`src/rtl/mem_boot_arbiter_if.sv`:
```
// -----------------------------------------------------------------------------
// mem_boot_arbiter_if
//   Bundles every handshake and SRAM-side signal of mem_boot_arbiter. Signal
//   names keep the arbiter's point of view (_i = into the arbiter, _o = out).
//
//   Groups:
//     boot   : fetch_enable_i, fetch_enable_o, en_ifetch_o, boot_done_o
//     spi    : spi_req/we/addr/wdata_i, spi_gnt/rvalid/rdata_o
//     instr  : instr_req/addr_i, instr_gnt/rvalid/rdata_o
//     data   : data_req/we/be/addr/wdata_i, data_gnt/rvalid/rdata_o
//     sram   : mem_req/we/be/addr/wdata_o, mem_rdata_i
//
//   Modports:
//     slave  : the arbiter itself
//     master : the environment (core, SPI loader, SRAM)
// -----------------------------------------------------------------------------
interface mem_boot_arbiter_if #(
    parameter int AW = 10
);
    logic          fetch_enable_i;
    logic          fetch_enable_o;
    logic          en_ifetch_o;
    logic          boot_done_o;

    logic          spi_req_i;
    logic          spi_we_i;
    logic [31:0]   spi_addr_i;
    logic [31:0]   spi_wdata_i;
    logic          spi_gnt_o;
    logic          spi_rvalid_o;
    logic [31:0]   spi_rdata_o;

    logic          instr_req_i;
    logic [31:0]   instr_addr_i;
    logic          instr_gnt_o;
    logic          instr_rvalid_o;
    logic [31:0]   instr_rdata_o;

    logic          data_req_i;
    logic          data_we_i;
    logic [3:0]    data_be_i;
    logic [31:0]   data_addr_i;
    logic [31:0]   data_wdata_i;
    logic          data_gnt_o;
    logic          data_rvalid_o;
    logic [31:0]   data_rdata_o;

    logic          mem_req_o;
    logic          mem_we_o;
    logic [3:0]    mem_be_o;
    logic [AW-1:0] mem_addr_o;
    logic [31:0]   mem_wdata_o;
    logic [31:0]   mem_rdata_i;

    modport slave (
        input  fetch_enable_i,
        output fetch_enable_o, en_ifetch_o, boot_done_o,
        input  spi_req_i, spi_we_i, spi_addr_i, spi_wdata_i,
        output spi_gnt_o, spi_rvalid_o, spi_rdata_o,
        input  instr_req_i, instr_addr_i,
        output instr_gnt_o, instr_rvalid_o, instr_rdata_o,
        input  data_req_i, data_we_i, data_be_i, data_addr_i, data_wdata_i,
        output data_gnt_o, data_rvalid_o, data_rdata_o,
        output mem_req_o, mem_we_o, mem_be_o, mem_addr_o, mem_wdata_o,
        input  mem_rdata_i
    );

    modport master (
        output fetch_enable_i,
        input  fetch_enable_o, en_ifetch_o, boot_done_o,
        output spi_req_i, spi_we_i, spi_addr_i, spi_wdata_i,
        input  spi_gnt_o, spi_rvalid_o, spi_rdata_o,
        output instr_req_i, instr_addr_i,
        input  instr_gnt_o, instr_rvalid_o, instr_rdata_o,
        output data_req_i, data_we_i, data_be_i, data_addr_i, data_wdata_i,
        input  data_gnt_o, data_rvalid_o, data_rdata_o,
        input  mem_req_o, mem_we_o, mem_be_o, mem_addr_o, mem_wdata_o,
        output mem_rdata_i
    );
endinterface

```
`src/rtl/mem_boot_arbiter.sv`:
```
// -----------------------------------------------------------------------------
// mem_boot_arbiter
//   Owns the single-port instruction/data SRAM and sequences the boot.
//   LOAD : only the SPI loader reaches the SRAM.
//   RUN  : entered on fetch_enable_i or (AUTO_BOOT) an SPI write of END_MARKER;
//          fixed priority data > instr > spi, with an anti-starvation override
//          that hands the SRAM to SPI after STARVE_LIMIT denied cycles.
//   Grants are combinational; the winner is registered so its response
//   (rvalid + mem_rdata_i) is routed back one cycle later, fully pipelined.
//
// Ports:
//   clk_i   : clock
//   rst_ni  : synchronous active-low reset
//   bus     : mem_boot_arbiter_if.slave (boot, spi, instr, data, sram groups)
// -----------------------------------------------------------------------------
module mem_boot_arbiter #(
    parameter int          AW           = 10,
    parameter logic [31:0] END_MARKER   = 32'h00000fff,
    parameter bit          AUTO_BOOT    = 1'b1,
    parameter int          STARVE_LIMIT = 8
) (
    input  logic             clk_i,
    input  logic             rst_ni,
    mem_boot_arbiter_if.slave bus
);

    localparam int CW = $clog2(STARVE_LIMIT + 1);

    typedef enum logic {
        LOAD,
        RUN
    } state_e;

    typedef enum logic [1:0] {
        OWN_NONE,
        OWN_SPI,
        OWN_INSTR,
        OWN_DATA
    } owner_e;

    state_e        state_q, state_d;
    owner_e        winner, owner_q;
    logic [CW-1:0] starve_q;
    logic          boot_done_q;
    logic          fetch_en_q;
    logic          en_ifetch_q;
    logic          spi_starved;
    logic          marker_write;

    assign spi_starved  = bus.spi_req_i && (starve_q == CW'(STARVE_LIMIT));
    assign marker_write = AUTO_BOOT && (winner == OWN_SPI) && bus.spi_we_i
                          && (bus.spi_wdata_i == END_MARKER);

    // ---------------------------------------------------------------- state reg
    // NOTE: sequential state uses non-blocking (<=) so every register samples
    // the pre-edge values of the others, independent of process order.
    always_ff @(posedge clk_i) begin
        if (!rst_ni) begin
            state_q <= LOAD;
        end else begin
            state_q <= state_d;
        end
    end

    // ---------------------------------------------------------------- next state
    // NOTE: every signal written in a combinational block gets a default first,
    // otherwise an unassigned path infers a latch.
    always_comb begin
        state_d = state_q;
        unique case (state_q)
            LOAD: if (bus.fetch_enable_i || marker_write) state_d = RUN;
            RUN:  state_d = RUN;
            default: state_d = LOAD;
        endcase
    end

    // ---------------------------------------------------------------- outputs
    // Winner selection and SRAM field mux.
    always_comb begin
        winner          = OWN_NONE;
        bus.mem_we_o    = 1'b0;
        bus.mem_be_o    = 4'h0;
        bus.mem_addr_o  = '0;
        bus.mem_wdata_o = '0;

        if (state_q == LOAD) begin
            if (bus.spi_req_i) winner = OWN_SPI;
        end else if (spi_starved) begin
            winner = OWN_SPI;
        end else if (bus.data_req_i) begin
            winner = OWN_DATA;
        end else if (bus.instr_req_i) begin
            winner = OWN_INSTR;
        end else if (bus.spi_req_i) begin
            winner = OWN_SPI;
        end

        unique case (winner)
            OWN_SPI: begin
                bus.mem_we_o    = bus.spi_we_i;
                bus.mem_be_o    = 4'hF;
                bus.mem_addr_o  = bus.spi_addr_i[AW+1:2];
                bus.mem_wdata_o = bus.spi_wdata_i;
            end
            OWN_INSTR: begin
                bus.mem_be_o    = 4'hF;
                bus.mem_addr_o  = bus.instr_addr_i[AW+1:2];
            end
            OWN_DATA: begin
                bus.mem_we_o    = bus.data_we_i;
                bus.mem_be_o    = bus.data_be_i;
                bus.mem_addr_o  = bus.data_addr_i[AW+1:2];
                bus.mem_wdata_o = bus.data_wdata_i;
            end
            default: ;
        endcase
    end

    assign bus.spi_gnt_o   = (winner == OWN_SPI);
    assign bus.instr_gnt_o = (winner == OWN_INSTR);
    assign bus.data_gnt_o  = (winner == OWN_DATA);
    assign bus.mem_req_o   = bus.spi_gnt_o | bus.instr_gnt_o | bus.data_gnt_o;

    // ---------------------------------------------------------------- datapath regs
    always_ff @(posedge clk_i) begin
        if (!rst_ni) begin
            owner_q     <= OWN_NONE;
            starve_q    <= '0;
            boot_done_q <= 1'b0;
            fetch_en_q  <= 1'b0;
            en_ifetch_q <= 1'b0;
        end else begin
            owner_q <= winner;

            if (!bus.spi_req_i || winner == OWN_SPI) begin
                starve_q <= '0;
            end else if (starve_q != CW'(STARVE_LIMIT)) begin
                starve_q <= starve_q + CW'(1);
            end

            // RUN is never left, so these flags are sticky until reset.
            if (state_d == RUN) begin
                boot_done_q <= 1'b1;
                fetch_en_q  <= 1'b1;
            end
            en_ifetch_q <= bus.fetch_enable_i | boot_done_q;
        end
    end

    assign bus.boot_done_o    = boot_done_q;
    assign bus.fetch_enable_o = fetch_en_q;
    assign bus.en_ifetch_o    = en_ifetch_q;

    // ---------------------------------------------------------------- responses
    // Gated by rst_ni so a response pending when reset hits is dropped even in
    // the cycle reset is first applied.
    assign bus.spi_rvalid_o   = rst_ni && (owner_q == OWN_SPI);
    assign bus.instr_rvalid_o = rst_ni && (owner_q == OWN_INSTR);
    assign bus.data_rvalid_o  = rst_ni && (owner_q == OWN_DATA);

    assign bus.spi_rdata_o    = bus.spi_rvalid_o   ? bus.mem_rdata_i : '0;
    assign bus.instr_rdata_o  = bus.instr_rvalid_o ? bus.mem_rdata_i : '0;
    assign bus.data_rdata_o   = bus.data_rvalid_o  ? bus.mem_rdata_i : '0;

    // Address bits outside the word index are intentionally ignored (wrap).
    logic unused_addr_bits;
    assign unused_addr_bits = ^{bus.spi_addr_i[31:AW+2],   bus.spi_addr_i[1:0],
                                bus.instr_addr_i[31:AW+2], bus.instr_addr_i[1:0],
                                bus.data_addr_i[31:AW+2],  bus.data_addr_i[1:0]};

endmodule

```
`src/flat_wrapper.sv`:
```
// flat-port wrapper written by rule: the top's interface ports become plain ports
module mem_boot_arbiter_flat 
#(
    parameter int          AW           = 10,
    parameter logic [31:0] END_MARKER   = 32'h00000fff,
    parameter bit          AUTO_BOOT    = 1'b1,
    parameter int          STARVE_LIMIT = 8
)
  (clk_i, rst_ni, bus_fetch_enable_i, bus_fetch_enable_o, bus_en_ifetch_o, bus_boot_done_o, bus_spi_req_i, bus_spi_we_i, bus_spi_addr_i, bus_spi_wdata_i, bus_spi_gnt_o, bus_spi_rvalid_o, bus_spi_rdata_o, bus_instr_req_i, bus_instr_addr_i, bus_instr_gnt_o, bus_instr_rvalid_o, bus_instr_rdata_o, bus_data_req_i, bus_data_we_i, bus_data_be_i, bus_data_addr_i, bus_data_wdata_i, bus_data_gnt_o, bus_data_rvalid_o, bus_data_rdata_o, bus_mem_req_o, bus_mem_we_o, bus_mem_be_o, bus_mem_addr_o, bus_mem_wdata_o, bus_mem_rdata_i);
  mem_boot_arbiter_if #(.AW(AW)) bus_i ();
  input  logic clk_i;
  input  logic rst_ni;
  input wire logic [$bits(bus_i.fetch_enable_i)-1:0] bus_fetch_enable_i;
  output wire logic [$bits(bus_i.fetch_enable_o)-1:0] bus_fetch_enable_o;
  output wire logic [$bits(bus_i.en_ifetch_o)-1:0] bus_en_ifetch_o;
  output wire logic [$bits(bus_i.boot_done_o)-1:0] bus_boot_done_o;
  input wire logic [$bits(bus_i.spi_req_i)-1:0] bus_spi_req_i;
  input wire logic [$bits(bus_i.spi_we_i)-1:0] bus_spi_we_i;
  input wire logic [$bits(bus_i.spi_addr_i)-1:0] bus_spi_addr_i;
  input wire logic [$bits(bus_i.spi_wdata_i)-1:0] bus_spi_wdata_i;
  output wire logic [$bits(bus_i.spi_gnt_o)-1:0] bus_spi_gnt_o;
  output wire logic [$bits(bus_i.spi_rvalid_o)-1:0] bus_spi_rvalid_o;
  output wire logic [$bits(bus_i.spi_rdata_o)-1:0] bus_spi_rdata_o;
  input wire logic [$bits(bus_i.instr_req_i)-1:0] bus_instr_req_i;
  input wire logic [$bits(bus_i.instr_addr_i)-1:0] bus_instr_addr_i;
  output wire logic [$bits(bus_i.instr_gnt_o)-1:0] bus_instr_gnt_o;
  output wire logic [$bits(bus_i.instr_rvalid_o)-1:0] bus_instr_rvalid_o;
  output wire logic [$bits(bus_i.instr_rdata_o)-1:0] bus_instr_rdata_o;
  input wire logic [$bits(bus_i.data_req_i)-1:0] bus_data_req_i;
  input wire logic [$bits(bus_i.data_we_i)-1:0] bus_data_we_i;
  input wire logic [$bits(bus_i.data_be_i)-1:0] bus_data_be_i;
  input wire logic [$bits(bus_i.data_addr_i)-1:0] bus_data_addr_i;
  input wire logic [$bits(bus_i.data_wdata_i)-1:0] bus_data_wdata_i;
  output wire logic [$bits(bus_i.data_gnt_o)-1:0] bus_data_gnt_o;
  output wire logic [$bits(bus_i.data_rvalid_o)-1:0] bus_data_rvalid_o;
  output wire logic [$bits(bus_i.data_rdata_o)-1:0] bus_data_rdata_o;
  output wire logic [$bits(bus_i.mem_req_o)-1:0] bus_mem_req_o;
  output wire logic [$bits(bus_i.mem_we_o)-1:0] bus_mem_we_o;
  output wire logic [$bits(bus_i.mem_be_o)-1:0] bus_mem_be_o;
  output wire logic [$bits(bus_i.mem_addr_o)-1:0] bus_mem_addr_o;
  output wire logic [$bits(bus_i.mem_wdata_o)-1:0] bus_mem_wdata_o;
  input wire logic [$bits(bus_i.mem_rdata_i)-1:0] bus_mem_rdata_i;
  assign bus_i.fetch_enable_i = bus_fetch_enable_i;
  assign bus_fetch_enable_o = bus_i.fetch_enable_o;
  assign bus_en_ifetch_o = bus_i.en_ifetch_o;
  assign bus_boot_done_o = bus_i.boot_done_o;
  assign bus_i.spi_req_i = bus_spi_req_i;
  assign bus_i.spi_we_i = bus_spi_we_i;
  assign bus_i.spi_addr_i = bus_spi_addr_i;
  assign bus_i.spi_wdata_i = bus_spi_wdata_i;
  assign bus_spi_gnt_o = bus_i.spi_gnt_o;
  assign bus_spi_rvalid_o = bus_i.spi_rvalid_o;
  assign bus_spi_rdata_o = bus_i.spi_rdata_o;
  assign bus_i.instr_req_i = bus_instr_req_i;
  assign bus_i.instr_addr_i = bus_instr_addr_i;
  assign bus_instr_gnt_o = bus_i.instr_gnt_o;
  assign bus_instr_rvalid_o = bus_i.instr_rvalid_o;
  assign bus_instr_rdata_o = bus_i.instr_rdata_o;
  assign bus_i.data_req_i = bus_data_req_i;
  assign bus_i.data_we_i = bus_data_we_i;
  assign bus_i.data_be_i = bus_data_be_i;
  assign bus_i.data_addr_i = bus_data_addr_i;
  assign bus_i.data_wdata_i = bus_data_wdata_i;
  assign bus_data_gnt_o = bus_i.data_gnt_o;
  assign bus_data_rvalid_o = bus_i.data_rvalid_o;
  assign bus_data_rdata_o = bus_i.data_rdata_o;
  assign bus_mem_req_o = bus_i.mem_req_o;
  assign bus_mem_we_o = bus_i.mem_we_o;
  assign bus_mem_be_o = bus_i.mem_be_o;
  assign bus_mem_addr_o = bus_i.mem_addr_o;
  assign bus_mem_wdata_o = bus_i.mem_wdata_o;
  assign bus_i.mem_rdata_i = bus_mem_rdata_i;
  mem_boot_arbiter #(.AW(AW), .END_MARKER(END_MARKER), .AUTO_BOOT(AUTO_BOOT), .STARVE_LIMIT(STARVE_LIMIT)) u_core (.clk_i(clk_i), .rst_ni(rst_ni), .bus(bus_i));
endmodule
```
`config.mk`:
```
export PLATFORM = sky130hd
export DESIGN_NAME = mem_boot_arbiter_flat
export DESIGN_NICKNAME = d
export VERILOG_FILES = /design/src/rtl/mem_boot_arbiter_if.sv /design/src/rtl/mem_boot_arbiter.sv /design/src/flat_wrapper.sv
export SDC_FILE = /design/constraint.sdc
export NUM_CORES = 1
export LEC_CHECK = 0
export BUFFER_PORTS_ARGS = -buffer_cell sky130_fd_sc_hd__buf_2
export CAP_MARGIN = 5
export CORE_AREA = 8 8 133 135
export CTS_CLUSTER_DIAMETER = 40
export CTS_CLUSTER_SIZE = 28
export DETAILED_ROUTE_END_ITERATION = 6
export DIE_AREA = 0 0 141 143
export GPL_TIMING_DRIVEN = 0
export SLEW_MARGIN = 10
export SYNTH_ARGS = -nofsm -noshare
export SYNTH_HDL_FRONTEND = slang
export SYNTH_SLANG_ARGS = --single-unit
```
`constraint.sdc`:
```
create_clock -name clk_i -period 3.2 [get_ports clk_i]
set_clock_uncertainty 0.2 [all_clocks]
set_input_delay 0.48 -clock clk_i [delete_from_list [all_inputs] [get_ports clk_i]]
set_output_delay 0.48 -clock clk_i [all_outputs]
set_load 0.02 [all_outputs]
```
==> results of run 1 <==
cell families (layout without fill, tap and decap cells):
family | count (synthesis) | in the layout
flops | 9 | 9
xor+xnor | 3 | 3
buf+inv | 34 | 332
simple gates | 138 | 138
compound gates | 89 | 89
mux | 1 | 1
fa+ha+maj | 7 | 7
metal layers:
| metal | wire length [um] | vias up | track usage (%) |
|---|---|---|---|
| met3 | 1560 | 22 | 4.07 |
| met2 | 6790 | 221 | 22.7 |
| li1 | - | 1596 | - |
| met5 | 13 | - | 0 |
| met4 | 373 | 2 | 4.13 |
| met1 | 4670 | 1481 | 11.7 |
worst min-delay path, delay by kind of cell, from the launching register on:
family / cells / cell delay [ns]
xor+xnor: 1 / 0.07
simple gates: 1 / 0.07
flops: 1 / 0.32
synthesized netlist by cell type:
master	n
xor2_1	1
mux2i_1	1
and4b_1	1
a21oi_2	2
o31ai_1	2
a22oi_1	33
o21ai_4	1
and2_1	97
clkbuf_1	20
nand4_1	2
nor4b_1	1
and3b_1	2
o21ai_0	2
nand3_1	2
a21boi_0	1
nor2_1	19
nand3b_1	1
buf_4	1
nor3_1	1
nor4bb_1	1
buf_6	4
a21oi_1	37
and4_1	1
o21a_1	1
nand2_1	4
buf_2	5
nor4_1	3
inv_1	4
dfxtp_1	9
ha_1	7
xnor2_1	2
and2_2	1
a222oi_1	10
and3_1	2
what timing repair did:
| item | CTS | global route |
|---|---|---|
| cloned | 1 | 0 |
| pin swaps | 5 | 11 |
| hold endpoints to repair | 0 | 0 |
| setup buffers | 5 | 1 |
| hold buffers | 0 | 0 |
| setup endpoints to repair | 48 | 40 |
| resized for setup | 37 | 26 |
worst max path at each step:
stage	startpoint	to	slack, ns
2_1_floorplan	u_core.starve_q[0]$_SDFFE_PP0P_	bus_mem_addr_o[8]	0.06
3_3_place_gp	bus_data_req_i	bus_mem_wdata_o[30]	-0.65
3_5_place_dp	u_core.starve_q[0]$_SDFFE_PP0P_	bus_mem_wdata_o[24]	-0.58
4_1_cts	u_core.starve_q[0]$_SDFFE_PP0P_	bus_mem_addr_o[3]	0.006
5_1_grt	u_core.starve_q[1]$_SDFFE_PP0P_	bus_mem_addr_o[2]	-0.11
6_report	u_core.starve_q[1]$_SDFFE_PP0P_	bus_mem_wdata_o[23]	0.005
flip-flops by register name, indices dropped and copies added (netlist names):
signal	count
u_core.bus.boot_done_o	1
u_core.bus.en_ifetch_o	1
u_core.owner_q	2
u_core.starve_q	4
u_core.state_q	1
layout make-up:
cell class	count	area [um2]	area share, %
Multi-Input combinational cell	238	1680	42.4
Timing Repair Buffer	295	1510	38.2
Buffer	29	219	5.54
Inverter	4	15.0	0.380
Tap cell	216	270	6.84
Sequential cell	9	183	4.62
Clock buffer	4	78.8	2.00
per-stage QoR:
| step | TNS [ns] | setup slack [ns] | power (mW) | std cells |
|---|---|---|---|---|
| after global routing | -1.20 | -0.115 | 0.937 | 795 |
| after global placement | -22.34 | -0.645 | 0.621 | 786 |
| after CTS | 0 | 0.00613 | 0.879 | 795 |
| after floorplan | 0 | 0.0594 | 0.389 | 281 |
| after detailed placement | -20.82 | -0.583 | 0.622 | 786 |
| final | 0 | 0.00519 | 0.883 | 795 |
where the power goes:
part / switching, mW / internal (mW)
clock network: 0.0484 / 0.166
logic: 0.320 / 0.224
registers: 0.00546 / 0.119
==> flow_metrics.py, run 1 <==
metrics = {
    "run": {
        "cap_violations": 0,
    },
    "logic_synthesis": {
        "yosys-mux-area-fraction_pct": 0.527,
        "syn_area_um2": 1900,
        "yosysTopAreaCellShare_pct": 31.9,
        "complex_gate_fraction_of_the_synthesized_area_pct": 31.9,
        "ys_warn_count": 0,
        "synth.largest_area_cell": "and2_1",
        "seq_area_frac_synth_pct": 9.48,
        "syn_nets": 492,
        "synth_xor_xnor_area_share_pct": 1.38,
        "synthSimpleGateAreaFrac_pct": 43.3,
        "synth_cells": 281,
        "post_synth_num_cell_types": 34,
        "flop_and_latch_count_out_of_synthesis": 9,
        "yosys-top-cells-area": "and2_1 (32%), a22oi_1 (13%), a21oi_1 (9.7%)",
        "synth-adder-area-share_pct": 4.61,
        "main_combinational_cell_family_by_area_after_synthesis": "simple AND/OR/NAND/NOR gates",
        "postSynthAreaPerCell_um2": 6.76,
    },
    "routing": {
        "first_iter_violations": 88,
        "routed_wirelength_um": 13400,
        "residual_drc": 0,
        "detail_route.first_pass.iterations": 5,
        "drt-wirelength-per-cell_um": 16.9,
        "detail_route.vias_per_cell": 4.18,
        "final_antenna_violating_net_count": 0,
        "via_count": 3322,
    },
    "grt": {
        "grt_max_degree": 11,
        "grt_antenna_before_repair": 1,
        "via_count_of_the_first_global_routing_pass": 3562,
        "gr_ovfl_total": 0,
        "grt_usage_pct": 11.9,
        "wire_length_of_the_first_global_routing_pass_um": 19100,
    },
    "critical_path": {
        "cp.arrival_ns": 2.51,
        "reg2reg_depth": 11,
        "critPathRequiredTime_ns": 2.52,
        "critPathTopFamily": "buffers and inverters",
        "start_kind": "register",
        "critPathSlowestCell": "dfxtp_2",
        "reg2reg_from": "u_core.starve_q[1]$_SDFFE_PP0P_",
        "critical_path.cell_chain": "inv_2, ha_4, and3b_1, buf_6, o21ai_4, buf_6, nand2_8, ha_4, clkbuf_16, buf_12, buf_4, a22oi_1, a21oi_1, buf_4",
        "cpPeakStageDelay_ns": 0.35,
        "cp_max_fo": 8,
        "timing.critical_path.depth": 14,
        "critPathCaptureType": "primary output",
        "path_buf_inv": 7,
        "r2r_setup_slack_ns": 0.95,
        "critical_path.reg2reg.endpoint": "u_core.starve_q[2]$_SDFFE_PP0P_",
        "path_class": "reg -> out",
    },
    "sta": {
        "final_min_period_over_clock_period_pct": 99.8,
        "slew_violations": 0,
        "setup_violations": 0,
        "relSlewSlack_pct": 64.8,
        "hold_viol_final": 0,
        "grt_setup_unrepaired": "true",
        "tightestPinTransition_ns": 0.528,
        "timing.hold.ws_ns": 0.307,
        "maximum_clock_frequency_mhz": 313,
        "finalWorstPathRequiredPeriod_ns": 3.19,
    },
    "final_layout": {
        "layout.cells.most_common": "buf_2",
        "diodes": 0,
        "final_core_util_pct": 25.3,
        "num-nets-final": 791,
        "fillerInstances": 1804,
        "post-route-cell-area_um2": 3950,
        "layout-area-overhead-vs-synth_pct": 108,
        "final_layout_size_suffix_gt1_share_pct": 59.4,
        "final_cell_mix": "buf_2 (287), and2_1 (97), a21oi_1 (36), a22oi_1 (22), nor2_1 (19)",
    },
    "clocking": {
        "cts_tree": "done",
        "clockBufferDepth": 2,
        "cts.sink_count": 9,
        "clkTransAtPathRegs_ns": 0.04,
        "worst_skew_pair.late_latency_ns": 0.23,
        "htree_num_levels": 1,
        "cts.root.buffer_cell": "clkbuf_16",
        "cts-buffers-inserted": 3,
    },
    "hold_path": {
        "hold_removal_path_class": "reg -> reg",
        "min-delay-start": "u_core.starve_q[3]$_SDFFE_PP0P_",
        "hold_critical_path_depth": 2,
        "holdPathEnd": "u_core.starve_q[3]$_SDFFE_PP0P_",
    },
    "floorplan": {
        "chipHeight_um": 143,
        "start_util_pct": 12.2,
        "ios": 357,
        "width_of_the_die_um": 141,
        "coreArea_um2": 15600,
        "placement_row_count": 46,
        "full_die_area_um2": 20200,
    },
    "pwr": {
        "power_density_nw_per_um2": 223,
        "power.static_leakage_nw": 2.24,
        "max-vdd-ir-drop_v": 0.000185,
    },
    "placement": {
        "buffer_ports.inserted": 289,
        "routabilityCongestion": 0.871,
        "postPlaceCellArea_um2": 3620,
        "dp_hpwl_um": 11500,
    },
    "status": {
        "outcome": "complete, no violations",
    },
}
Power figures use the tool's default switching activity.
==> run 2, diff against run 1 <==
--- a/config.mk
+++ b/config.mk
@@ -7,11 +7,12 @@
 export LEC_CHECK = 0
 export BUFFER_PORTS_ARGS = -buffer_cell sky130_fd_sc_hd__buf_2
 export CAP_MARGIN = 5
-export CORE_AREA = 8 8 133 135
+export CORE_AREA = 2 2 138 140
+export CTS_BUF_LIST = sky130_fd_sc_hd__clkbuf_4
 export CTS_CLUSTER_DIAMETER = 40
 export CTS_CLUSTER_SIZE = 28
 export DETAILED_ROUTE_END_ITERATION = 6
-export DIE_AREA = 0 0 141 143
+export DIE_AREA = 0 0 140 142
 export GPL_TIMING_DRIVEN = 0
 export SLEW_MARGIN = 10
 export SYNTH_ARGS = -nofsm -noshare
==> run 2 against run 1 <==
  * The run now ends with design-rule violations, negative setup slack left
  * Register-to-register slack worse by 0.03 ns
  * Combinational power up 2%
  * Critical path depth down 3
  * Sequential share of layout area about the same
  * Clock power down 53%
  * Wire length down 2.5%
  * Worst hold slack worse by 0.019 ns
  * Via count up 3.0%
  * Critical endpoint is now bus_mem_addr_o[7]
==> flow_metrics.py, run 2 (same netlist as run 1, synthesis figures left out) <==
metrics = {
    "routing": {
        "detail_route.vias_per_cell": 4.18,
        "drt-wirelength-per-cell_um": 16.0,
        "routed_wirelength_um": 13100,
        "detail_route.first_pass.iterations": 7,
        "first_iter_violations": 157,
        "residual_drc": 29,
        "via_count": 3423,
        "final_antenna_violating_net_count": 0,
    },
    "clocking": {
        "worst_skew_pair.late_latency_ns": 0.27,
        "clockBufferDepth": 2,
        "cts_tree": "done",
        "cts.root.buffer_cell": "clkbuf_4",
        "cts.sink_count": 9,
        "clkTransAtPathRegs_ns": 0.06,
        "holdBufCountCts": 0,
        "cts-buffers-inserted": 3,
        "htree_num_levels": 1,
    },
    "critical_path": {
        "cp_max_fo": 8,
        "critPathCaptureType": "primary output",
        "path_class": "reg -> out",
        "critPathSlowestCell": "a222oi_1",
        "start_kind": "register",
        "reg2reg_depth": 10,
        "critPathRequiredTime_ns": 2.52,
        "cpPeakStageDelay_ns": 0.38,
        "setup.worst_path.start": "u_core.starve_q[0]$_SDFFE_PP0P_",
        "reg2reg_from": "u_core.starve_q[0]$_SDFFE_PP0P_",
        "critical_path.cell_chain": "inv_2, ha_2, and3b_2, o21ai_4, buf_6, nand2_8, ha_4, buf_8, a222oi_1, nor2_1, buf_4",
        "cp.arrival_ns": 2.52,
    },
    "final_layout": {
        "layout-area-overhead-vs-synth_pct": 107,
        "final_cell_count_no_fill": 818,
        "final_layout_size_suffix_gt1_share_pct": 60.1,
        "fillerInstances": 2098,
        "largest_reg_flops": 4,
        "num-nets-final": 796,
        "largest_register": "u_core.starve_q",
        "largest_registers": "u_core.starve_q x4, u_core.owner_q x2",
        "layout.cells.most_common": "buf_2",
        "final_cell_mix": "buf_2 (287), and2_1 (97), a21oi_1 (36), a22oi_1 (23), buf_4 (22)",
        "final_core_util_pct": 21.3,
        "diodes": 0,
    },
    "sta": {
        "timing.hold.ws_ns": 0.288,
        "tightestPinTransition_ns": 0.635,
        "finalWorstPathRequiredPeriod_ns": 3.20,
        "relSlewSlack_pct": 57.7,
        "final_min_period_over_clock_period_pct": 100,
        "grt_setup_unrepaired": "true",
        "slew_violations": 0,
        "maximum_clock_frequency_mhz": 312,
        "setup_violations": 1,
        "post_route_worst_setup_slack_ns": -0.000300,
        "hold_viol_final": 0,
    },
    "placement": {
        "routabilityCongestion": 0.809,
        "dp_hpwl_um": 11000,
        "placedCellCount": 804,
        "dpl_worst_slack_ns": -0.754,
        "buffer_ports.inserted": 289,
    },
    "run": {
        "cap_violations": 0,
    },
    "floorplan": {
        "placement_row_count": 50,
        "coreArea_um2": 18500,
        "chipHeight_um": 142,
        "ios": 357,
        "full_die_area_um2": 19900,
        "start_util_pct": 10.3,
        "width_of_the_die_um": 140,
    },
    "grt": {
        "via_count_of_the_first_global_routing_pass": 3232,
        "grt_antenna_before_repair": 2,
        "grt_max_degree": 11,
        "gr_ovfl_total": 0,
        "grt_usage_pct": 12.0,
        "wire_length_of_the_first_global_routing_pass_um": 18100,
    },
    "status": {
        "failing_checks": "design-rule violations, negative setup slack",
        "outcome": "finished, violations left",
    },
    "pwr": {
        "power_density_nw_per_um2": 197,
        "power.static_leakage_nw": 2.24,
        "max-vdd-ir-drop_v": 0.0000697,
        "overall_power_after_layout_mw": 0.776,
    },
    "hold_path": {
        "hold_removal_path_class": "in -> reg",
        "hold_critical_path_depth": 2,
        "min-delay-start": "bus_fetch_enable_i",
    },
}
run 2: per-layer routing:
layer  global-route usage (%)  vias to the layer above  part of all wire (%)
li1                         -                     1616                     -
met1                     12.0                     1533                    35
met2                     24.4                      241                    53
met3                     1.75                       31                   7.7
met4                     5.32                        2                   3.8
met5                        0                        -                  0.14
run 2: worst paths after layout:
path                                                     endpoint  slack [ns]
worst max-delay path                            bus_mem_addr_o[7]     -0.0003
worst min-delay path            u_core.bus.en_ifetch_o$_SDFF_PN0_        0.29
worst max register to register    u_core.starve_q[2]$_SDFFE_PP0P_        0.92
worst min register to register    u_core.starve_q[3]$_SDFFE_PP0P_        0.31
run 2: cell type report:
type,count,area [um2],area share [%]
multi-input cells,238,1660,42.3
well taps,234,293,7.44
repair buffers,302,1570,39.8
clock buffers,4,30.0,0.763
inverters,4,15.0,0.381
plain buffers,27,185,4.70
flip-flops and latches,9,183,4.64
run 2: critical path: cells and delay by family (launching register included):
kind,cells,cell delay [ns]
flip-flops,1,0.33
adder cells (fa/ha/maj),2,0.40
buffers and inverters,4,0.51
AO/OA/AOI/OAI,2,0.61
AND/OR/NAND/NOR,3,0.39
run 2: timing repair:
item,4_1_cts,5_1_grt
resized for setup,53,16
setup buffers,11,2
pin swaps,13,9
setup endpoints to repair,48,44
run 2: through the flow:
step,setup TNS (ns),instance area [um2]
detailed placement,-27.08,3640
global route,-0.604,3940
floorplan,0,1900
global placement,-26.94,3640
finish,-0.000300,3940
CTS,-0.283,3920
run 2: where the power goes:
part / internal, mW / switching [mW] / leakage (nW)
logic: 0.227 / 0.326 / 2.15
clock network: 0.0567 / 0.0434 / 0.0184
registers: 0.118 / 0.00517 / 0.0751
